**config.mk**
```make
export PLATFORM = sky130hd
export DESIGN_NAME = pipe_hazard_ctrl_flat
export DESIGN_NICKNAME = d
export VERILOG_FILES = /design/src/rtl/pipe_hazard_ctrl_if.sv /design/src/rtl/pipe_hazard_ctrl.sv /design/src/flat_wrapper.sv
export SDC_FILE = /design/constraint.sdc
export NUM_CORES = 1
export LEC_CHECK = 0
export CORE_AREA = 3 3 54 76
export DETAILED_ROUTE_END_ITERATION = 12
export DIE_AREA = 0 0 57 79
export PLACE_DENSITY_LB_ADDON = 0.2
export SLEW_MARGIN = 20
export SYNTH_ARGS = -nofsm -noshare
export SYNTH_HDL_FRONTEND = slang
export SYNTH_SLANG_ARGS = --single-unit
```
**constraint.sdc**
```tcl
create_clock -name clk -period 2.15 [get_ports clk]
set_input_delay 0.43 -clock clk [delete_from_list [all_inputs] [get_ports clk]]
set_output_delay 0.43 -clock clk [all_outputs]
set_load 0.1 [all_outputs]
```
**src/rtl/pipe_hazard_ctrl_if.sv**
```systemverilog
// Pipeline hazard controller interface: ID/EX sideband in, freeze/bubble/flush out.
// Latency: none, plain wires between the pipeline and the controller.
// Backpressure: none; hazard is the freeze the pipeline must honour.
//
// Signals:
//   id_valid, id_rs, id_rt, id_rs_used, id_rt_used, id_ret : ID-stage usage
//   ex_mem_to_reg, ex_reg_write, ex_reg_rd                 : EX-stage load destination
//   ex_pc_src, ex_pc_update_done                           : EX-stage redirect status
//   hazard, idex_bubble, ifid_flush                        : pipeline controls
// Modports: master = pipeline side, slave = pipe_hazard_ctrl.
interface pipe_hazard_ctrl_if;
    logic       id_valid;
    logic [3:0] id_rs;
    logic [3:0] id_rt;
    logic       id_rs_used;
    logic       id_rt_used;
    logic       id_ret;
    logic       ex_mem_to_reg;
    logic       ex_reg_write;
    logic [3:0] ex_reg_rd;
    logic       ex_pc_src;
    logic       ex_pc_update_done;
    logic       hazard;
    logic       idex_bubble;
    logic       ifid_flush;

    modport master (
        output id_valid, id_rs, id_rt, id_rs_used, id_rt_used, id_ret,
        output ex_mem_to_reg, ex_reg_write, ex_reg_rd, ex_pc_src, ex_pc_update_done,
        input  hazard, idex_bubble, ifid_flush
    );

    modport slave (
        input  id_valid, id_rs, id_rt, id_rs_used, id_rt_used, id_ret,
        input  ex_mem_to_reg, ex_reg_write, ex_reg_rd, ex_pc_src, ex_pc_update_done,
        output hazard, idex_bubble, ifid_flush
    );
endinterface

```
**src/rtl/pipe_hazard_ctrl.sv**
```systemverilog
// Pipeline sequencing controller: load-use stalls, ret resolution waits, redirect flushes.
// Latency: controls are Mealy (same cycle as the inputs); state/counters update on clk.
// Backpressure: asserts hazard to freeze PC/IFID; never stalled itself.
//
// Ports:
//   clk, rst        : clock, synchronous active-low reset
//   pif (slave)     : ID/EX hazard inputs and hazard/idex_bubble/ifid_flush outputs
//   ret_err         : sticky, a ret waited RET_TIMEOUT cycles without resolving
//   state_o         : FSM state (RUN=0, LDSTALL=1, RET_WAIT=2, FLUSH=3)
//   stall_cnt_o     : saturating count of hazard cycles (HAZARD_STATS_EN), else 0
//   flush_cnt_o     : saturating count of ifid_flush cycles (HAZARD_STATS_EN), else 0
// Optional feature macro: HAZARD_STATS_EN.
module pipe_hazard_ctrl #(
    parameter int LOAD_STALL_CYCLES = 1,
    parameter int REDIRECT_LAT      = 1,
    parameter int RET_TIMEOUT       = 15
) (
    input  logic               clk,
    input  logic               rst,
    pipe_hazard_ctrl_if.slave  pif,
    output logic               ret_err,
    output logic [1:0]         state_o,
    output logic [15:0]        stall_cnt_o,
    output logic [15:0]        flush_cnt_o
);

    typedef enum logic [1:0] {
        RUN      = 2'd0,
        LDSTALL  = 2'd1,
        RET_WAIT = 2'd2,
        FLUSH    = 2'd3
    } state_t;

    localparam logic [2:0] ST_INIT  = 3'(LOAD_STALL_CYCLES - 1);
    localparam logic [2:0] FL_INIT  = 3'(REDIRECT_LAT);
    localparam logic [7:0] TO_LAST  = 8'(RET_TIMEOUT - 1);
    localparam bit         LD_MULTI = (LOAD_STALL_CYCLES > 1);
    localparam bit         RL_ZERO  = (REDIRECT_LAT == 0);

    state_t     state, state_nxt;
    logic [2:0] st_cnt, st_nxt;
    logic [2:0] fl_cnt, fl_nxt;
    logic [7:0] to_cnt, to_nxt;
    logic       err_nxt;
    logic       lu;
    logic       hazard, idex_bubble, ifid_flush;

    // R0 is hardwired zero, so a load into it never creates a dependency.
    assign lu = pif.id_valid & pif.ex_mem_to_reg & pif.ex_reg_write &
                (pif.ex_reg_rd != 4'd0) &
                ((pif.id_rs_used & (pif.id_rs == pif.ex_reg_rd)) |
                 (pif.id_rt_used & (pif.id_rt == pif.ex_reg_rd)));

    always_ff @(posedge clk) begin
        if (!rst) begin
            state   <= RUN;
            st_cnt  <= 3'd0;
            fl_cnt  <= 3'd0;
            to_cnt  <= 8'd0;
            ret_err <= 1'b0;
        end else begin
            state   <= state_nxt;
            st_cnt  <= st_nxt;
            fl_cnt  <= fl_nxt;
            to_cnt  <= to_nxt;
            ret_err <= err_nxt;
        end
    end

    always_comb begin
        state_nxt   = state;
        st_nxt      = st_cnt;
        fl_nxt      = fl_cnt;
        to_nxt      = to_cnt;
        err_nxt     = ret_err;
        hazard      = 1'b0;
        idex_bubble = 1'b0;
        ifid_flush  = 1'b0;

        if (!rst) begin
            // Keep the pipeline empty while held in reset.
            idex_bubble = 1'b1;
            ifid_flush  = 1'b1;
            state_nxt   = RUN;
        end else if (pif.ex_pc_src) begin
            // A redirect overrides whatever sequence was in progress.
            idex_bubble = 1'b1;
            ifid_flush  = 1'b1;
            if (RL_ZERO) begin
                state_nxt = RUN;
            end else begin
                state_nxt = FLUSH;
                fl_nxt    = FL_INIT;
            end
        end else begin
            unique case (state)
                FLUSH: begin
                    idex_bubble = 1'b1;
                    ifid_flush  = 1'b1;
                    fl_nxt      = fl_cnt - 3'd1;
                    if (fl_cnt == 3'd1) state_nxt = RUN;
                end
                LDSTALL: begin
                    // The dependent instruction is frozen in ID; lu is not rechecked.
                    hazard      = 1'b1;
                    idex_bubble = 1'b1;
                    st_nxt      = st_cnt - 3'd1;
                    if (st_cnt == 3'd1) state_nxt = RUN;
                end
                RET_WAIT: begin
                    hazard      = 1'b1;
                    idex_bubble = 1'b1;
                    ifid_flush  = 1'b1;
                    to_nxt      = to_cnt + 8'd1;
                    if (pif.ex_pc_update_done) begin
                        state_nxt = RUN;
                    end else if (to_cnt == TO_LAST) begin
                        err_nxt   = 1'b1;
                        state_nxt = RUN;
                    end
                end
                default: begin // RUN
                    if (lu) begin
                        hazard      = 1'b1;
                        idex_bubble = 1'b1;
                        if (LD_MULTI) begin
                            state_nxt = LDSTALL;
                            st_nxt    = ST_INIT;
                        end
                    end else if (pif.id_valid && pif.id_ret) begin
                        // Let the ret move to EX but kill the fall-through fetch.
                        ifid_flush = 1'b1;
                        state_nxt  = RET_WAIT;
                        to_nxt     = 8'd0;
                    end
                end
            endcase
        end
    end

    assign pif.hazard      = hazard;
    assign pif.idex_bubble = idex_bubble;
    assign pif.ifid_flush  = ifid_flush;
    assign state_o         = state;

`ifdef HAZARD_STATS_EN
    logic [15:0] stall_cnt, flush_cnt;

    always_ff @(posedge clk) begin
        if (!rst) begin
            stall_cnt <= 16'd0;
            flush_cnt <= 16'd0;
        end else begin
            if (hazard && (stall_cnt != 16'hFFFF)) stall_cnt <= stall_cnt + 16'd1;
            if (ifid_flush && (flush_cnt != 16'hFFFF)) flush_cnt <= flush_cnt + 16'd1;
        end
    end

    assign stall_cnt_o = stall_cnt;
    assign flush_cnt_o = flush_cnt;
`else
    assign stall_cnt_o = 16'd0;
    assign flush_cnt_o = 16'd0;
`endif

endmodule

```
**src/flat_wrapper.sv**
```systemverilog
// flat-port wrapper written by rule: the top's interface ports become plain ports
module pipe_hazard_ctrl_flat 
#(
    parameter int LOAD_STALL_CYCLES = 1,
    parameter int REDIRECT_LAT      = 1,
    parameter int RET_TIMEOUT       = 15
)
  (clk, rst, ret_err, state_o, stall_cnt_o, flush_cnt_o, pif_id_valid, pif_id_rs, pif_id_rt, pif_id_rs_used, pif_id_rt_used, pif_id_ret, pif_ex_mem_to_reg, pif_ex_reg_write, pif_ex_reg_rd, pif_ex_pc_src, pif_ex_pc_update_done, pif_hazard, pif_idex_bubble, pif_ifid_flush);
  pipe_hazard_ctrl_if pif_i ();
  input  logic clk;
  input  logic rst;
  output logic ret_err;
  output logic [1:0] state_o;
  output logic [15:0] stall_cnt_o;
  output logic [15:0] flush_cnt_o;
  input wire logic [$bits(pif_i.id_valid)-1:0] pif_id_valid;
  input wire logic [$bits(pif_i.id_rs)-1:0] pif_id_rs;
  input wire logic [$bits(pif_i.id_rt)-1:0] pif_id_rt;
  input wire logic [$bits(pif_i.id_rs_used)-1:0] pif_id_rs_used;
  input wire logic [$bits(pif_i.id_rt_used)-1:0] pif_id_rt_used;
  input wire logic [$bits(pif_i.id_ret)-1:0] pif_id_ret;
  input wire logic [$bits(pif_i.ex_mem_to_reg)-1:0] pif_ex_mem_to_reg;
  input wire logic [$bits(pif_i.ex_reg_write)-1:0] pif_ex_reg_write;
  input wire logic [$bits(pif_i.ex_reg_rd)-1:0] pif_ex_reg_rd;
  input wire logic [$bits(pif_i.ex_pc_src)-1:0] pif_ex_pc_src;
  input wire logic [$bits(pif_i.ex_pc_update_done)-1:0] pif_ex_pc_update_done;
  output wire logic [$bits(pif_i.hazard)-1:0] pif_hazard;
  output wire logic [$bits(pif_i.idex_bubble)-1:0] pif_idex_bubble;
  output wire logic [$bits(pif_i.ifid_flush)-1:0] pif_ifid_flush;
  assign pif_i.id_valid = pif_id_valid;
  assign pif_i.id_rs = pif_id_rs;
  assign pif_i.id_rt = pif_id_rt;
  assign pif_i.id_rs_used = pif_id_rs_used;
  assign pif_i.id_rt_used = pif_id_rt_used;
  assign pif_i.id_ret = pif_id_ret;
  assign pif_i.ex_mem_to_reg = pif_ex_mem_to_reg;
  assign pif_i.ex_reg_write = pif_ex_reg_write;
  assign pif_i.ex_reg_rd = pif_ex_reg_rd;
  assign pif_i.ex_pc_src = pif_ex_pc_src;
  assign pif_i.ex_pc_update_done = pif_ex_pc_update_done;
  assign pif_hazard = pif_i.hazard;
  assign pif_idex_bubble = pif_i.idex_bubble;
  assign pif_ifid_flush = pif_i.ifid_flush;
  pipe_hazard_ctrl #(.LOAD_STALL_CYCLES(LOAD_STALL_CYCLES), .REDIRECT_LAT(REDIRECT_LAT), .RET_TIMEOUT(RET_TIMEOUT)) u_core (.clk(clk), .rst(rst), .pif(pif_i), .ret_err(ret_err), .state_o(state_o), .stall_cnt_o(stall_cnt_o), .flush_cnt_o(flush_cnt_o));
endmodule
```
Word level (Yosys, flattened, before mapping)
Index checks and enable logic that the tools add are counted.
{"block": "word_totals", "elab_cells": 72, "register_bits": 17, "input_bits": 22, "out_inout_bits": 38}
{"block": "op_classes", "bitwise_logic": 11, "n_eq_ne": 13, "mux": 25, "reduce_logical": 14, "add_sub_neg": 3}
{"operator": "two-way mux 8 bit", "n": 2}
{"operator": "one-hot mux 8 bit (2 select lines)", "n": 1}
{"operator": "two-way mux 2 bit", "n": 7}
{"operator": "two-way mux 1 bit", "n": 12}
{"operator": "adder 8 x 1 -> 8 bit (second input constant)", "n": 1}
{"operator": "== test 4 bit", "n": 2}
{"operator": "== test 8 x 4 -> 1 bit (second input constant)", "n": 1}
{"operator": "AND reduction 4 bit", "n": 2}
{"operator": "OR reduction 2 bit", "n": 4}
{"operator": "bitwise AND 1 bit", "n": 6}
{"operator": "== test 3 x 1 -> 1 bit (second input constant)", "n": 2}
{"operator": "!= test 3 x 2 -> 1 bit (second input constant)", "n": 2}
{"operator": "one-hot mux 2 bit (3 select lines)", "n": 1}
{"operator": "subtractor 3 x 1 -> 3 bit (second input constant)", "n": 2}
{"operator": "!= test 5 bit (second input constant)", "n": 1}
{"operator": "AND reduction 5 bit", "n": 1}
{"operator": "nonzero test 5 bit", "n": 1}
{"operator": "== test 2 bit (second input constant)", "n": 2}
{"operator": "!= test 4 x 3 -> 1 bit (second input constant)", "n": 1}
{"operator": "NOT 1 bit", "n": 4}
{"operator": "one-hot mux 1 bit (2 select lines)", "n": 2}
{"operator": "nonzero test 2 bit", "n": 2}
{"operator": "nonzero test 4 bit", "n": 1}
{"operator": "OR reduction 3 bit", "n": 1}
{"operator": "other kinds (5)", "n": 5}

Depth between registers and ports, before layout
Gate-level depths: netlist of the first run.
{"block": "depth", "depth_word": 8, "mapped_depth": 7, "depth_no_buf": 7}

Least setup slack after synthesis of the first run
Ideal clock, no wire load.
{"block": "synth_timing", "kind": "register to output", "start": "reg u_core.state[0] (netlist: u_core.state_o[0])", "end": "out pif_hazard", "t_arrival_ns": 3.095, "n_path_buf": 0, "slack_ns": -1.375, "stages_incl_launch_ff": 5, "required_ns": 1.720, "path_cell_list": "dfxtp_1 > inv_1 > ha_1 > nand2b_1 > a21oi_1"}
{"block": "synth_via", "elab_chain_cells": 5, "elab_cells_between_ends": 7, "classes_between": "eq/ne (3); mux (3); reduce/logical (1)"}
{"item": "start, declared", "line_no": "pipe_hazard_ctrl.sv:40", "text": "state_t state, state_nxt;"}
{"item": "start signal, assigned", "line_no": "pipe_hazard_ctrl.sv:62", "text": "state <= state_nxt;"}
{"item": "== test 2 x 1 -> 1 bit or == test 2 bit (tied branches)", "line_no": "pipe_hazard_ctrl.sv:96", "text": "unique case (state)"}
{"item": "OR reduction 2 bit (no line)"}
{"item": "one-hot mux 1 bit (2 select lines) (*)", "line_no": "pipe_hazard_ctrl.sv:96"}
{"item": "two-way mux 1 bit (*)", "line_no": "pipe_hazard_ctrl.sv:85", "text": "end else if (pif.ex_pc_src) begin"}
{"item": "two-way mux 1 bit (*)", "line_no": "pipe_hazard_ctrl.sv:80", "text": "if (!rst) begin"}
{"item": "end, declared", "line_no": "flat_wrapper.sv:27", "text": "output wire logic [$bits(pif_i.hazard)-1:0] pif_hazard;"}
Every way passes the cells marked *; elsewhere a longest branch is shown, timed or not.

Worst setup path in the final report of the first run
{"block": "layout_timing", "start": "in pif_ex_reg_rd[0]", "end": "out pif_idex_bubble"}
{"block": "layout_via", "elab_chain_cells": 8, "elab_cells_between_ends": 12, "classes_between": "eq/ne (2); mux (4); bitwise (5); reduce/logical (1)"}
{"item": "start, declared", "line_no": "flat_wrapper.sv:24", "text": "input wire logic [$bits(pif_i.ex_reg_rd)-1:0] pif_ex_reg_rd;"}
{"item": "== test 4 bit (on tied branches)", "line_no": "pipe_hazard_ctrl.sv:51, pipe_hazard_ctrl.sv:52"}
{"item": "bitwise AND 1 bit (on tied branches)", "line_no": "pipe_hazard_ctrl.sv:51, pipe_hazard_ctrl.sv:52"}
{"item": "OR 1 bit", "line_no": "pipe_hazard_ctrl.sv:51", "text": "((pif.id_rs_used & (pif.id_rs == pif.ex_reg_rd)) |"}
{"item": "bitwise AND 1 bit (*)", "line_no": "pipe_hazard_ctrl.sv:50", "text": "(pif.ex_reg_rd != 4'd0) &"}
{"item": "two-way mux 1 bit (*)", "line_no": "pipe_hazard_ctrl.sv:123", "text": "if (lu) begin"}
{"item": "two-way mux 1 bit (*)", "line_no": "pipe_hazard_ctrl.sv:96"}
{"item": "two-way mux 1 bit (*)", "line_no": "pipe_hazard_ctrl.sv:85"}
{"item": "two-way mux 1 bit (*)", "line_no": "pipe_hazard_ctrl.sv:80"}
{"item": "end, declared", "line_no": "flat_wrapper.sv:28", "text": "output wire logic [$bits(pif_i.idex_bubble)-1:0] pif_idex_bubble;"}
Marked as above.

==> results of run 1 <==
flip-flops by register name, indices dropped and copies added, names as in the netlist:
name,flops
u_core.st_cnt,3
u_core.ret_err,1
u_core.fl_cnt,3
u_core.to_cnt,8
u_core.state_o,2
metrics by stage:
stage / area, um2 / setup TNS [ns] / util [%] / hold WS, ns / total power, mW
floorplan: 1702 / -0.02730 / - / 0.4563 / 1.047
global placement: 1879 / -1.855 / 54.62 / 0.4522 / 1.176
detailed placement: 1879 / -2.716 / 54.62 / 0.4844 / 1.193
CTS: 1963 / -0.2765 / 57.05 / 0.4962 / 1.442
global route: 1986 / -0.2337 / 57.71 / 0.5397 / 1.520
finish: 1986 / -0.08957 / 57.71 / 0.4898 / 1.449
logic make-up (layout without fill, tap and decap cells):
kind of cell | count (synthesis) | after routing
adder cells (fa/ha/maj) | 11 | 11
XOR/XNOR | 13 | 13
AND/OR/NAND/NOR | 59 | 59
other | 1 | 32
buffers and inverters | 51 | 61
AO/OA/AOI/OAI | 39 | 39
flip-flops | 17 | 17
worst max-delay path by stage:
stage                     slack, ns             start  cells past startpoint              end
after CTS                     -0.11  pif_ex_reg_rd[3]                      7  pif_idex_bubble
after global routing          -0.10  pif_ex_reg_rd[0]                      6  pif_idex_bubble
after detailed placement      -0.59  pif_ex_reg_rd[0]                      6  pif_idex_bubble
after floorplan               -0.01  pif_ex_reg_rd[0]                      5  pif_idex_bubble
final                         -0.06  pif_ex_reg_rd[0]                      6  pif_idex_bubble
after global placement        -0.52  pif_ex_reg_rd[0]                      6  pif_idex_bubble
cell type report:
| class | instances | area [um2] |
|---|---|---|
| tap | 40 | 50.05 |
| fill | 338 | 1455 |
| timing repair buffer | 46 | 436.7 |
| clock buffer | 3 | 41.29 |
| inverter | 11 | 41.29 |
| sequential | 17 | 347.8 |
| clock inverter | 1 | 5.005 |
| multi-input combinational | 154 | 1064 |
what timing repair did:
action | 4_1_cts | 5_1_grt
endpoints found under the setup margin | 3 | 3
buffers inserted | 2 | 0
resized for setup | 43 | 25
hold buffers | 0 | 0
pin swaps | 12 | 11
power by group through the flow:
stage	combinational, mW	sequential (mW)	clock (mW)
after floorplan	0.607	0.440	0
after global placement	0.800	0.376	0
after detailed placement	0.815	0.378	0
after CTS	0.822	0.371	0.249
after global routing	0.880	0.377	0.263
final	0.832	0.372	0.246
placed cells by master, fill, tap and decap left out, types with 2 or more instances in the layout:
cell	count
conb_1	32
buf_4	19
dfxtp_1	15
nand2_1	10
nor2_1	10
a21oi_1	10
inv_1	9
ha_1	9
xor2_1	8
nor3_1	6
o21ai_0	6
nand3_1	6
dlygate4sd2_1	6
buf_6	5
xnor2_1	4
clkdlybuf4s50_1	4
clkbuf_2	4
or4_4	3
nand2b_1	3
nand4_1	3
o311ai_0	3
a31oi_1	3
o22ai_1	3
clkbuf_8	3
buf_12	3
inv_2	2
and4_4	2
or3_1	2
nor2b_1	2
a211oi_1	2
ha_2	2
dlymetal6s2s_1	2
buf_8	2
dfxtp_4	2
critical path: cells and delay by family:
family,cells,cell delay (ns)
buf+inv,2,0.28
simple gates,4,1.07
routing by layer:
layer  up-vias  track usage [%]
met5         -                0
met4         0            6.961
met3         7            1.463
met2        69            34.55
met1       654            17.47
li1        688                -
cells in the mapped netlist, types with 3 or more instances:
| cell type | count | share of area, % |
|---|---|---|
| o22ai_1 | 3 | 1.2 |
| nor2_1 | 11 | 2.7 |
| inv_1 | 11 | 2.7 |
| nand2b_1 | 3 | 1.2 |
| nor3_1 | 7 | 2.3 |
| o21ai_0 | 7 | 2.3 |
| nand2_1 | 11 | 2.7 |
| dfxtp_1 | 17 | 22 |
| buf_4 | 32 | 16 |
| nand3_1 | 7 | 2.3 |
| a31oi_1 | 3 | 1.2 |
| xor2_1 | 9 | 5.2 |
| nand4_1 | 3 | 1.2 |
| o311ai_0 | 3 | 1.7 |
| a21oi_1 | 11 | 3.6 |
| ha_1 | 11 | 9.1 |
| clkbuf_1 | 5 | 1.2 |
| and4_1 | 3 | 1.7 |
| xnor2_1 | 4 | 2.3 |
==> impl_metrics.csv, run 1 <==
group,metric,value,unit
global_route,track_usage,17.21,%
hold_path,hold_path_end,"u_core.fl_cnt[1]",
power,p_clk_share,17.0,%
setup_path,required,1.72,ns
place,port_buffers,27,
clock_network,tritoncts,"done",
synth,edff_count_synth,0,
setup_path,master_of_the_slowest_instance_on_the_critical_path,"or4_4",
hold_path,min_delay_path_depth,2,
route,drt-initial-drc-count,40,
power,sw_ratio,51.36,%
setup_path,critical_path.endpoint_type,"output port",
global_route,overall_overflow_remaining_after_global_route,0,
route,route.met2.wl,2097,um
synth,post_synth_instance_area,0.001515,mm2
timing,clock.fmax,452.6,MHz
hold_path,hold_path.startpoint,"u_core.fl_cnt[1]",
clock_network,clock_sinks,17,
finish,synth_to_layout_area_growth,31.05,%
floorplanning,floorplan.initialDensity,44.04,%
clock_network,cts.reportedPaths.clkPinSlew,0.06,ns
power,total_leakage_power,0.8746,nW
clock_network,cts_buffer_depth,2,
setup_path,setup.reg_to_reg.worst_slack,0.31,ns
setup_path,start_kind,"input pin",
synth,synth_fa_ha_area_share,9.083,%
setup_path,timing.setup.critical_path_class,"input pin to output port",
place,gp_routability_congestion,0.8415,
floorplanning,die-width,57,um
clock_network,tritoncts.num_buffers,3,
timing,setup_viol,3,
route,routed_wire_length_per_instance,13.67,um
synth,synth-simple-area-share,21.88,%
place,post_detail_place_hpwl,2971,um
timing,final_critical_path_setup_slack,-0.05956,ns
synth,syn-mean-instance-area,7.933,um2
synth,number_of_warnings_issued_by_yosys,0,
timing,fin_crit,2.210,ns
route,max_layer_used,"met4",
timing,period_share,102.8,%
place,place.detailed.instances,266,
power,worst_ir_drop_vdd,468.2,uV
synth,yosys_most_used_dff,"dfxtp_1",
floorplanning,design.core.area,0.003441,mm2
setup_path,crit_arrival,1.78,ns
synth,ys_seq_area_share,22.46,%
power,net_load_switching_power,744.4,uW
finish,final_net_count,266,
synth,yosys.area_share.xor_xnor,7.514,%
status,failed_checks,"negative setup slack",
global_route,grt_first_pass_wirelength,6175,um
floorplanning,dieArea,0.004503,mm2
route,postRouteAntennaNets,0,
setup_path,worst-path-max-fanout,4,
synth,synth_top_family_by_area,"simple AND/OR/NAND/NOR gates",
setup_path,timing.critical_path.cells,"buf_8, nor4_4, nor2_2, and4_4, or4_4, buf_12",
synth,synthDistinctLibCells,44,
finish,layout.cells.non_filler,272,
timing,timing_max_transition_violations_final,0,
setup_path,stage_delay_of_the_slowest_cell_on_the_critical_path,0.50,ns
synth,postSynthCellCount,191,
clock_network,clock_latency_on_the_worst_skew_pair,0.26,ns
setup_path,regToRegEndpoint,"u_core.state_o[0]",
route,detail_route.drc_violations,0,
global_route,grt_pass1_vias,1360,
power,powerDensity,729.9,mW/mm2
route,vias,1418,
setup_path,timing.reg2reg.worst_path_depth,8,
timing,hold_viol_final,0,
route,drt-vias-per-instance,5.213,
setup_path,r2r_start,"u_core.state_o[0]",
route,detailedRoute.firstPassIterationCount,4,
timing,fin_worst_skew,0.008776,ns
hold_path,worst_hold_path_type,"flip-flop to flip-flop",
timing,rsz_0062_raised_after_global_routing,"true",
finish,insertedDiodeCount,0,
synth,ys_seq_elements,17,
status,outcome,"finished with violations",
power,power.combinational.fraction,57.4,%
power,internal_power,705.0,uW
floorplanning,top_level_ports,60,
power,power_frac_seq,25.6,%
route,routedLengthMet1,1289,um
route,wl_met3,259,um
global_route,antenna_found_initial,0,
global_route,maximum_number_of_pins_on_one_net_before_global_route_repair,12,
clock_network,clock_tree.htree_level_count,1,
clock_network,cts_root_buf,"clkbuf_8",
finish,share_of_cells_above_drive_strength_1,27.16,%
synth,async_reset_ff_share,0,%
flow_run,max_cap_violations,0,
floorplanning,placementRows,25,
synth,synth_compound_gate_area_share,17.67,%
place,placement.setup.worst_slack,-0.5919,ns
floorplanning,die_y,79,um
route,drt-total-wl,3717,um
synth,synth.mux.area_fraction,0,%
(Power assumes the default switching activity.)
==> inputs of run 2 (changes only) <==
REMOVE_ABC_BUFFERS = 1   (was not set)
==> run 2 against run 1 <==
The flow still finishes with violations (negative setup slack). Routed wire length shrank 13%. Register-to-register slack gained 0.04 ns. Non-clock buffer count is 3 lower. Global-route usage is 2.1 points lower. Clock power down 3%. Sequential share of layout area rose by 0.64 points. First-iteration DRC count decreased by 20%. Combinational power down 2%. Utilization shrank 2.0 points. Worst hold slack worse by 0.013 ns.
==> impl_metrics.csv, run 2 (same netlist as run 1, synthesis figures left out) <==
group,metric,value,unit
finish,final_net_count,263,
hold_path,hold_path.startpoint,"u_core.fl_cnt[1]",
setup_path,worst-path-max-fanout,4,
global_route,grt_first_pass_wirelength,5464,um
finish,final.fill_count,338,
clock_network,cts_buffer_depth,2,
finish,layout.cells.most_common,"conb_1",
floorplanning,die_y,79,um
status,outcome,"finished with violations",
setup_path,required,1.72,ns
floorplanning,top_level_ports,60,
floorplanning,design.core.area,0.003441,mm2
timing,period_share,100.5,%
finish,reg_top3,"u_core.to_cnt: 8 flops, u_core.fl_cnt: 3 flops, u_core.st_cnt: 3 flops",
timing,rsz_0062_raised_after_global_routing,"true",
timing,final_critical_path_setup_slack,-0.01125,ns
place,placement.setup.worst_slack,-0.5410,ns
hold_path,min_delay_path_depth,2,
power,power_frac_seq,26.1,%
global_route,antenna_found_initial,0,
finish,largest_register,"u_core.to_cnt",
timing,timing_max_transition_violations_final,0,
global_route,grt_pass1_vias,1252,
clock_network,postCtsHoldBufs,0,
power,total_leakage_power,0.8200,nW
power,powerDensity,742.4,mW/mm2
floorplanning,floorplan.initialDensity,44.04,%
power,worst_ir_drop_vdd,445.3,uV
power,sw_ratio,50.59,%
clock_network,clock_sinks,17,
route,drt-vias-per-instance,4.948,
status,failed_checks,"negative setup slack",
finish,share_of_cells_above_drive_strength_1,24.45,%
finish,layout.cells.non_filler,269,
timing,clock.fmax,462.7,MHz
finish,insertedDiodeCount,0,
setup_path,timing.critical_path.cells,"clkdlybuf4s50_1, and4_4, or4_4, buf_12",
clock_network,cts.reportedPaths.clkPinSlew,0.06,ns
route,vias,1331,
route,drt-initial-drc-count,32,
finish,layout_common_cells,"conb_1 (32), buf_4 (19), dfxtp_1 (15)",
route,drt-total-wl,3219,um
clock_network,clock_latency_on_the_worst_skew_pair,0.25,ns
setup_path,timing.setup.critical_path_class,"input pin to output port",
setup_path,r2r_start,"u_core.to_cnt[4]",
place,gp_routability_congestion,0.8727,
setup_path,start_kind,"input pin",
global_route,maximum_number_of_pins_on_one_net_before_global_route_repair,12,
clock_network,clock_tree.htree_level_count,1,
setup_path,regToRegEndpoint,"u_core.state_o[1]",
place,post_detail_place_hpwl,2652,um
finish,synth_to_layout_area_growth,26.42,%
route,postRouteAntennaNets,0,
floorplanning,die-width,57,um
hold_path,worst_hold_path_type,"flip-flop to flip-flop",
setup_path,timing.reg2reg.worst_path_depth,5,
timing,fin_crit,2.161,ns
finish,max_ffs_per_register,8,
global_route,track_usage,15.06,%
setup_path,stage_delay_of_the_slowest_cell_on_the_critical_path,0.49,ns
power,p_clk_share,16.8,%
setup_path,setup.reg_to_reg.worst_slack,0.35,ns
setup_path,critical_path.endpoint_type,"output port",
timing,setup_viol,1,
place,port_buffers,27,
clock_network,tritoncts,"done",
global_route,overall_overflow_remaining_after_global_route,0,
route,routed_wire_length_per_instance,11.97,um
clock_network,tritoncts.num_buffers,3,
setup_path,worst_setup_path_startpoint,"pif_id_rs_used",
timing,hold_viol_final,0,
finish,final_core_utilization,55.67,%
hold_path,hold_path_end,"u_core.fl_cnt[1]",
setup_path,crit_arrival,1.73,ns
timing,fin_worst_skew,0.001546,ns
route,detail_route.drc_violations,0,
floorplanning,dieArea,0.004503,mm2
setup_path,master_of_the_slowest_instance_on_the_critical_path,"or4_4",
route,detailedRoute.firstPassIterationCount,4,
clock_network,cts_root_buf,"clkbuf_8",
place,place.detailed.instances,264,
power,internal_power,702.6,uW
power,net_load_switching_power,719.4,uW
floorplanning,placementRows,25,
flow_run,max_cap_violations,0,
power,power.combinational.fraction,57.1,%
run 2: cell count changes in the layout (fill, tap and decap cells not counted), moves of 2 or more:
| cell | previous run | this run |
|---|---|---|
| buf_2 | 0 | 4 |
| clkbuf_2 | 4 | 0 |
| buf_6 | 5 | 3 |
| dlymetal6s2s_1 | 2 | 0 |
run 2: power by group through the flow:
stage,Sequential [mW],Combinational [mW],Clock (mW)
floorplan,0.434,0.533,0
global placement,0.372,0.785,0
detailed placement,0.372,0.788,0
CTS,0.369,0.799,0.250
global route,0.378,0.871,0.264
finish,0.372,0.812,0.238
run 2: repair_timing:
| action | 4_1_cts | 5_1_grt |
|---|---|---|
| cloned | 0 | 0 |
| pin swaps | 15 | 10 |
| endpoints found under the setup margin | 3 | 3 |
| resized for setup | 65 | 10 |
| buffers inserted | 1 | 0 |
run 2: cell type report:
cell class                 instances  area, um2  area share [%]
multi-input combinational        154       1031           53.82
tap                               40      50.05           2.613
clock buffer                       4      45.04           2.351
timing repair buffer              43      397.9           20.77
inverter                          11      43.79           2.286
sequential                        17      347.8           18.16
run 2: layer usage:
layer / global-route usage (%) / wire, um
met3: 3.089 / 222
met1: 16.63 / 1276
met5: 0 / 0
met2: 27.00 / 1632
met4: 6.961 / 88
run 2: metrics by stage:
step	total power [mW]	cell area, um2	setup TNS (ns)	hold WS, ns
floorplan	0.9674	1353	-4.618	0.4563
global placement	1.156	1808	-1.721	0.4580
detailed placement	1.160	1808	-1.982	0.4639
CTS	1.418	1879	-0.02551	0.4779
global route	1.512	1916	-0.05358	0.5473
finish	1.422	1916	-0.01125	0.4770
run 2: worst max path at each step:
| stage | endpoint | slack (ns) | depth (start not counted) |
|---|---|---|---|
| final | pif_idex_bubble | -0.01 | 4 |
| after global routing | pif_idex_bubble | -0.04 | 6 |
| after CTS | pif_idex_bubble | -0.02 | 6 |
| after detailed placement | pif_idex_bubble | -0.54 | 6 |
| after global placement | pif_idex_bubble | -0.52 | 6 |
| after floorplan | pif_hazard | -1.38 | 4 |
run 2: critical path, delay by kind of cell:
family,cells,cell delay [ns]
buf+inv,2,0.58
simple gates,2,0.71
